==> src/rtl/serial_subtractor.sv <==
// rtl/serial_subtractor.sv - bit-serial a - b - bin, LSB first, with start/busy/done handshake
// Defining SERIAL_SUBTRACTOR_ADD_MODE_EN adds a mode input; mode=1 computes a + b + bin instead.
module serial_subtractor #(
   parameter int WIDTH = 8
) (
   input  logic             clk,
   input  logic             rst,
   input  logic             start,
   input  logic [WIDTH-1:0] a,
   input  logic [WIDTH-1:0] b,
   input  logic             bin,
`ifdef SERIAL_SUBTRACTOR_ADD_MODE_EN
   input  logic             mode,
`endif
   output logic             busy,
   output logic             done,
   output logic [WIDTH-1:0] diff,
   output logic             bout,
   output logic             diff_bit,
   output logic             diff_bit_valid
);

   localparam int CW = $clog2(WIDTH);

   typedef enum logic [1:0] {IDLE, SHIFT, DONE} state_t;

   state_t           state, state_nx;
   logic [WIDTH-1:0] a_sr, b_sr, res_sr;
   logic [CW-1:0]    cnt;
   logic             r, r_nx, x, y, d, last, accept;

   assign x      = a_sr[0];
   assign y      = b_sr[0];
   assign d      = x ^ y ^ r;
   assign last   = (cnt == CW'(WIDTH - 1));
   assign accept = start && (state != SHIFT);

`ifdef SERIAL_SUBTRACTOR_ADD_MODE_EN
   logic add_r;
   assign r_nx = add_r ? ((x & y) | (r & (x ^ y)))
                       : ((~x & y) | (~(x ^ y) & r));
`else
   assign r_nx = (~x & y) | (~(x ^ y) & r);
`endif

   always_ff @(posedge clk) begin
      if (rst) state <= IDLE;
      else     state <= state_nx;
   end

   always_comb begin
      state_nx = state;
      case (state)
         IDLE:    if (start) state_nx = SHIFT;
         SHIFT:   if (last)  state_nx = DONE;
         DONE:    state_nx = start ? SHIFT : IDLE;
         default: state_nx = IDLE;
      endcase
   end

   always_ff @(posedge clk) begin
      if (rst) begin
         a_sr   <= '0;
         b_sr   <= '0;
         res_sr <= '0;
         cnt    <= '0;
         r      <= 1'b0;
         diff   <= '0;
         bout   <= 1'b0;
`ifdef SERIAL_SUBTRACTOR_ADD_MODE_EN
         add_r  <= 1'b0;
`endif
      end else if (accept) begin
         a_sr   <= a;
         b_sr   <= b;
         r      <= bin;
         cnt    <= '0;
`ifdef SERIAL_SUBTRACTOR_ADD_MODE_EN
         add_r  <= mode;
`endif
      end else if (state == SHIFT) begin
         a_sr   <= a_sr >> 1;
         b_sr   <= b_sr >> 1;
         r      <= r_nx;
         cnt    <= cnt + 1'b1;
         res_sr <= {d, res_sr[WIDTH-1:1]};
         // Result outputs only move on the final bit so they stay stable through SHIFT
         if (last) begin
            diff <= {d, res_sr[WIDTH-1:1]};
            bout <= r_nx;
         end
      end
   end

   assign busy           = (state == SHIFT);
   assign done           = (state == DONE);
   assign diff_bit_valid = busy;
   assign diff_bit       = busy & d;

endmodule

==> config.mk <==
export PLATFORM = sky130hd
export DESIGN_NAME = serial_subtractor
export DESIGN_NICKNAME = d
export VERILOG_FILES = /design/src/rtl/serial_subtractor.sv
export SDC_FILE = /design/constraint.sdc
export NUM_CORES = 1
export LEC_CHECK = 0
export BUFFER_PORTS_ARGS = -buffer_cell sky130_fd_sc_hd__buf_2
export CORE_MARGIN = 3
export CORE_UTILIZATION = 40
export DETAILED_ROUTE_END_ITERATION = 10
export SETUP_SLACK_MARGIN = 0.1
export SYNTH_ARGS = -nofsm -noshare
export SYNTH_HDL_FRONTEND = slang
export SYNTH_SLANG_ARGS = --single-unit
==> constraint.sdc <==
create_clock -name clk -period 1.4 [get_ports clk]
set_input_delay 0.28 -clock clk [delete_from_list [all_inputs] [get_ports clk]]
set_output_delay 0.28 -clock clk [all_outputs]
set_load 0.1 [all_outputs]
Word level (Yosys, flattened, before mapping)
Cells that the tools add are included.
{"block": "op_classes", "reduce_logical": 7, "eq_ne": 6, "bitwise_logic": 9, "muxes": 10, "n_addsub": 1}
{"operator": "two-way mux 8 bit", "count": 4}
{"operator": "case mux 2 bit (3 select lines)", "count": 1}
{"operator": "two-way mux 2 bit", "count": 2}
{"operator": "inequality test 2 x 1 -> 1 bit (second input constant)", "count": 2}
{"operator": "AND reduction 2 bit", "count": 2}
{"operator": "adder 3 x 1 -> 3 bit (second input constant)", "count": 1}
{"operator": "bitwise AND 1 bit", "count": 3}
{"operator": "== test 3 bit (second input constant)", "count": 1}
{"operator": "two-way mux 1 bit", "count": 3}
{"operator": "NOT 1 bit", "count": 3}
{"operator": "AND reduction 3 bit", "count": 1}
{"operator": "== test 2 x 1 -> 1 bit (second input constant)", "count": 1}
{"operator": "== test 2 bit (second input constant)", "count": 1}
{"operator": "zero test 2 bit", "count": 1}
{"operator": "inequality test 2 bit (second input constant)", "count": 1}
{"operator": "nonzero test 2 bit", "count": 1}
{"operator": "OR reduction 2 bit", "count": 1}
{"operator": "bitwise XOR 1 bit", "count": 2}
{"operator": "logical AND 1 bit", "count": 1}
{"operator": "bitwise OR 1 bit", "count": 1}
{"block": "word_totals", "in_bits": 20, "out_inout_bits": 13, "reg_bits": 39, "elab_cells": 41}

Longest topological paths before layout
Gate-level depths: netlist of the first run.
{"block": "logic_depth", "word_depth": 6, "ltp_mapped": 6, "mapped_depth_nobuf": 5}

Least setup slack after synthesis of the first run
OpenSTA, ideal clock, no wires.
{"block": "synth_path", "kind": "register to output", "start": "register state[1]", "end": "output done", "path_slack_ps": -557, "t_arrival_ps": 1677, "t_required_ps": 1120, "stages_incl_launch_ff": 2, "path_buffers": 0, "cell_sequence": "dfxtp_1 -> nor2b_1"}
{"block": "synth_between", "elab_chain_len": 1}
{"item": "start, declared", "line": "27", "source": "state_t state, state_nx;"}
{"item": "start signal, assigned", "line": "48", "source": "else state <= state_nx;"}
{"item": "== test 2 bit", "line": "96", "source": "assign done = (state == DONE);"}
{"item": "end, declared", "line": "16", "source": "output logic done,"}
No other way between the ends.

Worst setup path after layout of the first run
{"block": "layout_path", "start": "register a_sr[0]", "end": "output diff_bit"}
{"block": "layout_between", "elab_chain_len": 3}
{"item": "start, declared", "line": "28", "source": "logic [WIDTH-1:0] a_sr, b_sr, res_sr;"}
{"item": "start signal, assigned", "line": "82", "source": "a_sr <= a_sr >> 1;"}
{"item": "bitwise XOR 1 bit (2 in series)", "line": "34", "source": "assign d = x ^ y ^ r;"}
{"item": "via d", "line": "30", "source": "logic r, r_nx, x, y, d, last, accept;"}
{"item": "bitwise AND 1 bit", "line": "98", "source": "assign diff_bit = busy & d;"}
{"item": "end, declared", "line": "19", "source": "output logic diff_bit,"}
The timed path passes the listed nets, and every way through them passes these cells.

==> reports/results.ini, run 1 <==
[detailed_routing]
drt-initial-drc-count = 70
wirelength_mm = 3.61
num_vias = 1344
dr.pass1.iters = 4
antenna_left = 0
vias_per_cell = 5.07
drcViolationCount = 0
wire_per_inst_um = 13.6

[timing]
setup_violations = 2
worst_pin_slew_ns = 0.555
fin_ws_ns = -0.396
fin_crit_ns = 1.80
fin_tns_setup_ns = -0.399
slew_headroom = 0.630
fin_worst_skew_ns = 0.00470
finalCritPeriodShare = 1.28
rsz0062_at_grt = true
fmax_mhz = 557
hold_viol_final = 0
drv_slew = 0

[worst_hold_path]
min_path_type = primary input to register

[clock_network]
clk_pin_slew_ns = 0.07
clockRootBuffer = clkbuf_8
postCtsHoldBufs = 0
cts_max_level = 2
clkSinkCount = 38
clk_path_buf_depth = 2
clkLatencyLatePin_ns = 0.29
numCtsBuffers = 5
cts_tree = built

[die]
start_util = 0.419
rows = 22
coreArea_mm2 = 0.00372
ios = 33
fp.dieH_um = 68.4
die_x_um = 68.4
die_area_mm2 = 0.00468

[placed_design]
dp_cells = 242
pre_cts_slack_ns = -0.103
dp_hpwl_mm = 2.09
gp_congestion = 0.710
port_buffers = 32

[logic_synthesis]
synth_area_mm2 = 0.00156
ys_ff_latch = 38
synthCells = 172
synth_area_per_cell_um2 = 9.05
synthesis.nets = 195
synth.distinct_cells = 23
seq_area_frac_synth = 0.489
synth_warnings = 0

[power_and_ir_drop]
switching_share = 0.268
clkPwrFrac = 0.325
p_comb_frac = 0.178
pwr-share-seq = 0.497
p_sw_uw = 633
total_power_uw = 2360
cell_internal_pwr_uw = 1730
p_per_area_mw_per_mm2 = 1090
ir_worst_vdd_v = 0.000674
power.leakage_uw = 0.000898

[layout]
final_core_util = 0.582
regArea_um2 = 773
drive_above_1_share = 0.373
layout.nets = 239
most-common-layout-cells = nand2_1, dfxtp_1, buf_2
multi_input_area_um2 = 767
area_delta_synth_final_pct = 38.9
n_fill_cell = 340
fin_cells = 265
insertedDiodeCount = 0

[critical_path]
path_cells = fa_1 -> nand2_2 -> clkinvlp_4 -> buf_12
regToRegSetupSlack_ns = 0.10
cp.arrival_ns = 1.52
cp-start-kind = register
cp_max_fo = 2
worstPathRequired_ns = 1.12
criticalPathCategory = register to primary output
slowest_delay_ns = 0.57
cp_slowest_cell = fa_1
cp-end-kind = primary output

[run_status]
violations = negative setup slack
status = complete, but fails checks

[global_routing]
grt.total_usage = 0.167
grt_pass1_wl_mm = 5.73
grt_pass1_vias = 1269
grt_max_degree = 41
grt-ovfl-total = 0
antenna_found_initial = 0

[run]
maxCapViolCount = 0

## kinds of logic (layout without fill, tap and decap cells)
kind of cell / Yosys count / after routing / synth area share
compound gates: 36 / 36 / 0.150
flops: 38 / 38 / 0.489
simple gates: 60 / 61 / 0.164
fa+ha+maj: 3 / 3 / 0.0289
buf+inv: 19 / 63 / 0.0651
mux: 16 / 16 / 0.103
## state kept, by name, indices dropped and copies added (netlist names)
register,cells
a_sr,8
b_sr,8
bout,1
cnt,3
diff,8
r,1
res_sr,7
state,2
## power by group through the flow
stage | logic [µW] | clock network (µW) | registers (µW)
final | 421 | 768 | 1170
after global routing | 458 | 835 | 1180
after CTS | 376 | 782 | 1170
after detailed placement | 351 | 0 | 1190
after global placement | 342 | 0 | 1190
after floorplan | 271 | 0 | 1180
## synthesized netlist by cell type
cell type | number | area (µm²)
buf_4 | 4 | 30.0
nand2_1 | 33 | 124
buf_6 | 1 | 11.3
ha_1 | 2 | 25.0
clkbuf_1 | 2 | 7.51
o21a_1 | 1 | 7.51
nand2b_1 | 2 | 12.5
nand3b_1 | 4 | 30.0
a2bb2oi_1 | 1 | 8.76
inv_2 | 1 | 3.75
a21oi_1 | 18 | 90.1
nor2_1 | 17 | 63.8
fa_1 | 1 | 20.0
nor2b_1 | 1 | 6.26
nor3_1 | 2 | 10.0
a221oi_2 | 1 | 15.0
mux2i_1 | 16 | 160
buf_2 | 6 | 30.0
and3b_1 | 1 | 8.76
a211oi_1 | 15 | 113
inv_1 | 4 | 15.0
dfxtp_1 | 38 | 761
buf_1 | 1 | 3.75
## critical path, delay by kind of cell, from the launching register on
family	cells	cell delay, ns
and+or+nand+nor	1	0.08
buffers and inverters	2	0.24
adders and majority gates	1	0.57
DFF	1	0.33
## final timing paths
check / from / endpoint / depth (start not counted)
worst min register to register: diff[4] / diff[4] / 2
worst max register to register: state[1] / r / 6
worst max-delay path: a_sr[0] / diff_bit / 4
worst min-delay path: bin / r / 3
## layout make-up
cell class                 count  share of cell area
tap                           48              0.0278
timing repair buffer          50               0.205
inverter                       5              0.0127
clock buffer                   7              0.0399
multi-input combinational    116               0.355
clock inverter                 1             0.00231
sequential                    38               0.358
## timing repair
item,in CTS,in global routing
setup endpoints to repair,22,12
cloned,1,1
setup buffers,9,4
gates resized for setup,22,13
pin swaps,3,3
## stage by stage
step	area [µm²]	hold WS [ns]
global placement	1830	0.439
finish	2160	0.260
CTS	2050	0.250
global route	2160	0.265
detailed placement	1830	0.445
floorplan	1610	0.432
## per-layer routing
layer / GRT usage / share of wire / vias up
li1: - / - / 675
met4: 0.0596 / 0.0094 / 0
met3: 0.0624 / 0.057 / 5
met1: 0.189 / 0.42 / 630
met2: 0.285 / 0.51 / 34
met5: 0 / 0 / -
No activity file was read; power rests on OpenSTA's default activity.
==> run 2, diff against run 1 <==
CORE_ASPECT_RATIO = 0.7   (was default)
==> reports/results.ini, run 2 (synthesis results as in run 1) <==
[timing]
fin_crit_ns = 1.81
drv_slew = 0
setup_violations = 1
slew_headroom = 0.612
rsz0062_at_grt = true
hold_viol_final = 0
worst_pin_slew_ns = 0.581
hold_slack_ns = 0.243
fmax_mhz = 553
fin_ws_ns = -0.410
finalCritPeriodShare = 1.29
fin_worst_skew_ns = 0.00492

[die]
ios = 33
rows = 18
fp.dieH_um = 58.2
start_util = 0.429
coreArea_mm2 = 0.00363
die_x_um = 80.6
die_area_mm2 = 0.00469

[power_and_ir_drop]
ir_worst_vdd_v = 0.000695
total_power_uw = 2240
power.leakage_uw = 0.000840
p_per_area_mw_per_mm2 = 1100

[critical_path]
cp-start-kind = register
cp-end-kind = primary output
cp_slowest_cell = fa_1
slowest_delay_ns = 0.54
cp.arrival_ns = 1.53
worstPathRequired_ns = 1.12
cp_max_fo = 2
path_cells = inv_2 -> fa_1 -> nand2_2 -> clkinvlp_4 -> buf_12
criticalPathCategory = register to primary output

[clock_network]
cts_tree = built
clk_path_buf_depth = 2
clockRootBuffer = clkbuf_8
clk_pin_slew_ns = 0.07
clkLatencyLatePin_ns = 0.28
postCtsHoldBufs = 0
clkSinkCount = 38
numCtsBuffers = 5
cts_max_level = 2

[layout]
area_delta_synth_final_pct = 31.0
most-common-layout-cells = nand2_1, dfxtp_1, buf_2
largestRegisters = a_sr: 8 flops, b_sr: 8 flops, diff: 8 flops
insertedDiodeCount = 0
final_core_util = 0.562
layout.nets = 234
drive_above_1_share = 0.318

[global_routing]
grt_pass1_wl_mm = 5.75
gr-max-usage-layer = met2
grt_max_degree = 39
antenna_found_initial = 0
grt.total_usage = 0.160
grt-ovfl-total = 0
globalRouteMet3Util = 0.0528
grt_pass1_vias = 1265
use_met2 = 0.246
grtUsageMet1 = 0.210

[detailed_routing]
dr.pass1.iters = 4
antenna_left = 0
num_vias = 1285
drcViolationCount = 0
wire_per_inst_um = 13.0
drt-initial-drc-count = 107
wirelength_mm = 3.41
vias_per_cell = 4.92

[run_status]
status = complete, but fails checks
violations = negative setup slack

[run]
maxCapViolCount = 0

[placed_design]
gp_congestion = 0.750
port_buffers = 32
pre_cts_slack_ns = -0.115
dp_hpwl_mm = 2.20

[worst_hold_path]
min_path_type = primary input to register

[run 2: where the power goes]
| group | total, µW | switching, µW | internal, µW |
|---|---|---|---|
| combinational | 370 | 211 | 159 |
| sequential | 1170 | 33.8 | 1140 |
| clock | 701 | 358 | 343 |
[run 2: final cells by class]
type                       instances  area [µm²]
fill                             330        1590
clock buffer                       7        76.3
sequential                        38         771
multi-input combinational        116         738
inverter                           5        27.5
timing repair buffer              45         364
tap                               50        62.6
[run 2: worst max-delay path, delay by kind of cell, from the launching register on]
family                     cells  cell delay [ns]
buffers and inverters          3             0.30
and+or+nand+nor                1             0.08
DFF                            1             0.32
adders and majority gates      1             0.54
[run 2: metal layers]
layer  share of wire  vias up
li1                -      658
met1            0.49      603
met4           0.011        0
met5               0        -
met2            0.45       19
met3           0.044        5
[run 2: final timing paths]
check / startpoint / to / slack, ns / cells past startpoint
max: r / diff_bit / -0.41 / 5
min: bin / r / 0.24 / 3
min reg2reg: diff[5] / diff[5] / 0.45 / 2
max reg2reg: cnt[0] / bout / 0.14 / 5
[run 2: stage by stage]
stage          TNS (ns)  instance area (µm²)  std cells
2_1_floorplan    -0.232                 1610        172
3_3_place_gp    -0.0978                 1830        246
3_5_place_dp     -0.156                 1830        246
4_1_cts          -0.423                 2020        260
5_1_grt          -0.515                 2040        261
6_report         -0.410                 2040        261
[run 2: what timing repair did]
action / CTS / global route
gates cloned: 1 / 0
endpoints found under the setup margin: 28 / 29
buffers inserted: 6 / 2
resized for setup: 21 / 5
pin swaps: 4 / 0
==> run 3, diff against run 2 <==
==> constraint.sdc (replaced) <==
create_clock -name clk -period 1.4 [get_ports clk]
set_input_delay 0.28 -clock clk [delete_from_list [all_inputs] [get_ports clk]]
set_output_delay 0.28 -clock clk [all_outputs]
set_load 0.05 [all_outputs]
==> reports/results.ini, run 3 (synthesis results as in run 1) <==
[global_routing]
grt.total_usage = 0.150
grt_pass1_wl_mm = 5.43
grt-ovfl-total = 0
grt_max_degree = 41
antenna_found_initial = 0
grt_pass1_vias = 1229

[layout]
n_fill_cell = 354
largestRegisters = a_sr: 8 flops, b_sr: 8 flops, diff: 8 flops
insertedDiodeCount = 0
final_core_util = 0.572
area_delta_synth_final_pct = 33.4
drive_above_1_share = 0.344
most-common-layout-cells = nand2_1, dfxtp_1, buf_2
layout.nets = 237
mostFrequentLayoutCell = nand2_1
fin_cells = 265

[critical_path]
cp-start-kind = register
cp_max_fo = 2
r2r-start = a_sr[0]
worstPathRequired_ns = 1.12
cp-end-kind = primary output
regToRegSetupSlack_ns = 0.10
reg2regPathDepth = 4
cp.arrival_ns = 1.46
r2r-end = res_sr[7]
criticalPathCategory = register to primary output

[placed_design]
gp_congestion = 0.702
dp_cells = 244
port_buffers = 32
dp_hpwl_mm = 2.00

[run]
maxCapViolCount = 0

[timing]
fin_ws_ns = -0.341
drv_slew = 0
rsz0062_at_grt = true
hold_viol_final = 0
slew_headroom = 0.610
finalCritPeriodShare = 1.24
fin_crit_ns = 1.74
fin_worst_skew_ns = 0.00321
fmax_mhz = 574
worst_pin_slew_ns = 0.586
setup_violations = 1

[clock_network]
postCtsHoldBufs = 0
numCtsBuffers = 5
cts_tree = built
clockRootBuffer = clkbuf_8
clk_pin_slew_ns = 0.07
clkLatencyLatePin_ns = 0.28
cts_max_level = 2
clkSinkCount = 38
clk_path_buf_depth = 2

[die]
coreArea_mm2 = 0.00363
start_util = 0.429
die_area_mm2 = 0.00469
rows = 18
die_x_um = 80.6
fp.dieH_um = 58.2
ios = 33

[power_and_ir_drop]
pwr-share-seq = 0.487
clkPwrFrac = 0.367
p_sw_uw = 565
power.leakage_uw = 0.000873
total_power_uw = 2400
cell_internal_pwr_uw = 1830
p_per_area_mw_per_mm2 = 1160
p_comb_frac = 0.147
switching_share = 0.236
ir_worst_vdd_v = 0.000687

[detailed_routing]
wire_per_inst_um = 12.6
num_vias = 1285
drcViolationCount = 0
wirelength_mm = 3.33
vias_per_cell = 4.85
antenna_left = 0
dr.pass1.iters = 4
drt-initial-drc-count = 99

[worst_hold_path]
hold_end = r
hold_start = bin
worstHoldPathCells = 3
min_path_type = primary input to register

[run_status]
status = complete, but fails checks
violations = negative setup slack

-- run 3: changes by cell type in the layout (fill, tap and decap cells not counted), sizes merged --
cell,previous run,this run
buf,45,48
clkinv,1,0
bufinv,0,1
inv,3,4
-- run 3: cell type report --
type	instances	area [µm²]	share of cell area
sequential	38	774	0.373
multi-input combinational	116	756	0.364
timing repair buffer	48	349	0.168
clock buffer	7	76.3	0.0368
tap	50	62.6	0.0301
clock inverter	1	30.0	0.0145
inverter	5	27.5	0.0133
-- run 3: per-stage QoR --
| stage | setup TNS (ns) | setup slack [ns] | hold slack [ns] | area (µm²) |
|---|---|---|---|---|
| after detailed placement | -0.239 | -0.165 | 0.444 | 1750 |
| after global routing | -0.425 | -0.403 | 0.307 | 2080 |
| final | -0.341 | -0.341 | 0.289 | 2080 |
| after CTS | -0.376 | -0.376 | 0.265 | 2000 |
| after global placement | -0.142 | -0.142 | 0.440 | 1750 |
| after floorplan | -0.0290 | -0.0290 | 0.432 | 1580 |
-- run 3: repair_timing --
item	CTS	global route
gates resized for setup	26	10
setup endpoints to repair	14	14
pin swaps	2	3
gates cloned	1	0
buffers inserted	8	4
-- run 3: how the worst max path moves through the flow --
stage	startpoint	to	slack [ns]	cells after the start
final	a_sr[0]	diff_bit	-0.34	4
after global routing	r	diff_bit	-0.40	5
after detailed placement	a_sr[0]	diff_bit	-0.16	4
after CTS	a_sr[0]	diff_bit	-0.38	4
after floorplan	r	diff_bit	-0.03	4
after global placement	a_sr[0]	diff_bit	-0.14	4
-- run 3: power groups by stage --
stage / clock (µW) / sequential (µW) / combinational [µW]
2_1_floorplan: 0 / 1180 / 226
3_3_place_gp: 0 / 1190 / 273
3_5_place_dp: 0 / 1190 / 282
4_1_cts: 919 / 1170 / 332
5_1_grt: 963 / 1170 / 386
6_report: 880 / 1170 / 352
-- run 3: per-layer routing --
layer	GRT usage	routed length [µm]
met1	0.189	1600
met2	0.248	1550
met3	0.0419	164
met4	0.0506	11
met5	0	0
-- run 3: worst max-delay path, stage by stage, from the launching register on --
cell,delay [ns]
dfxtp_2,0.34
fa_1,0.56
nand2_2,0.08
clkinvlp_4,0.07
buf_8,0.13
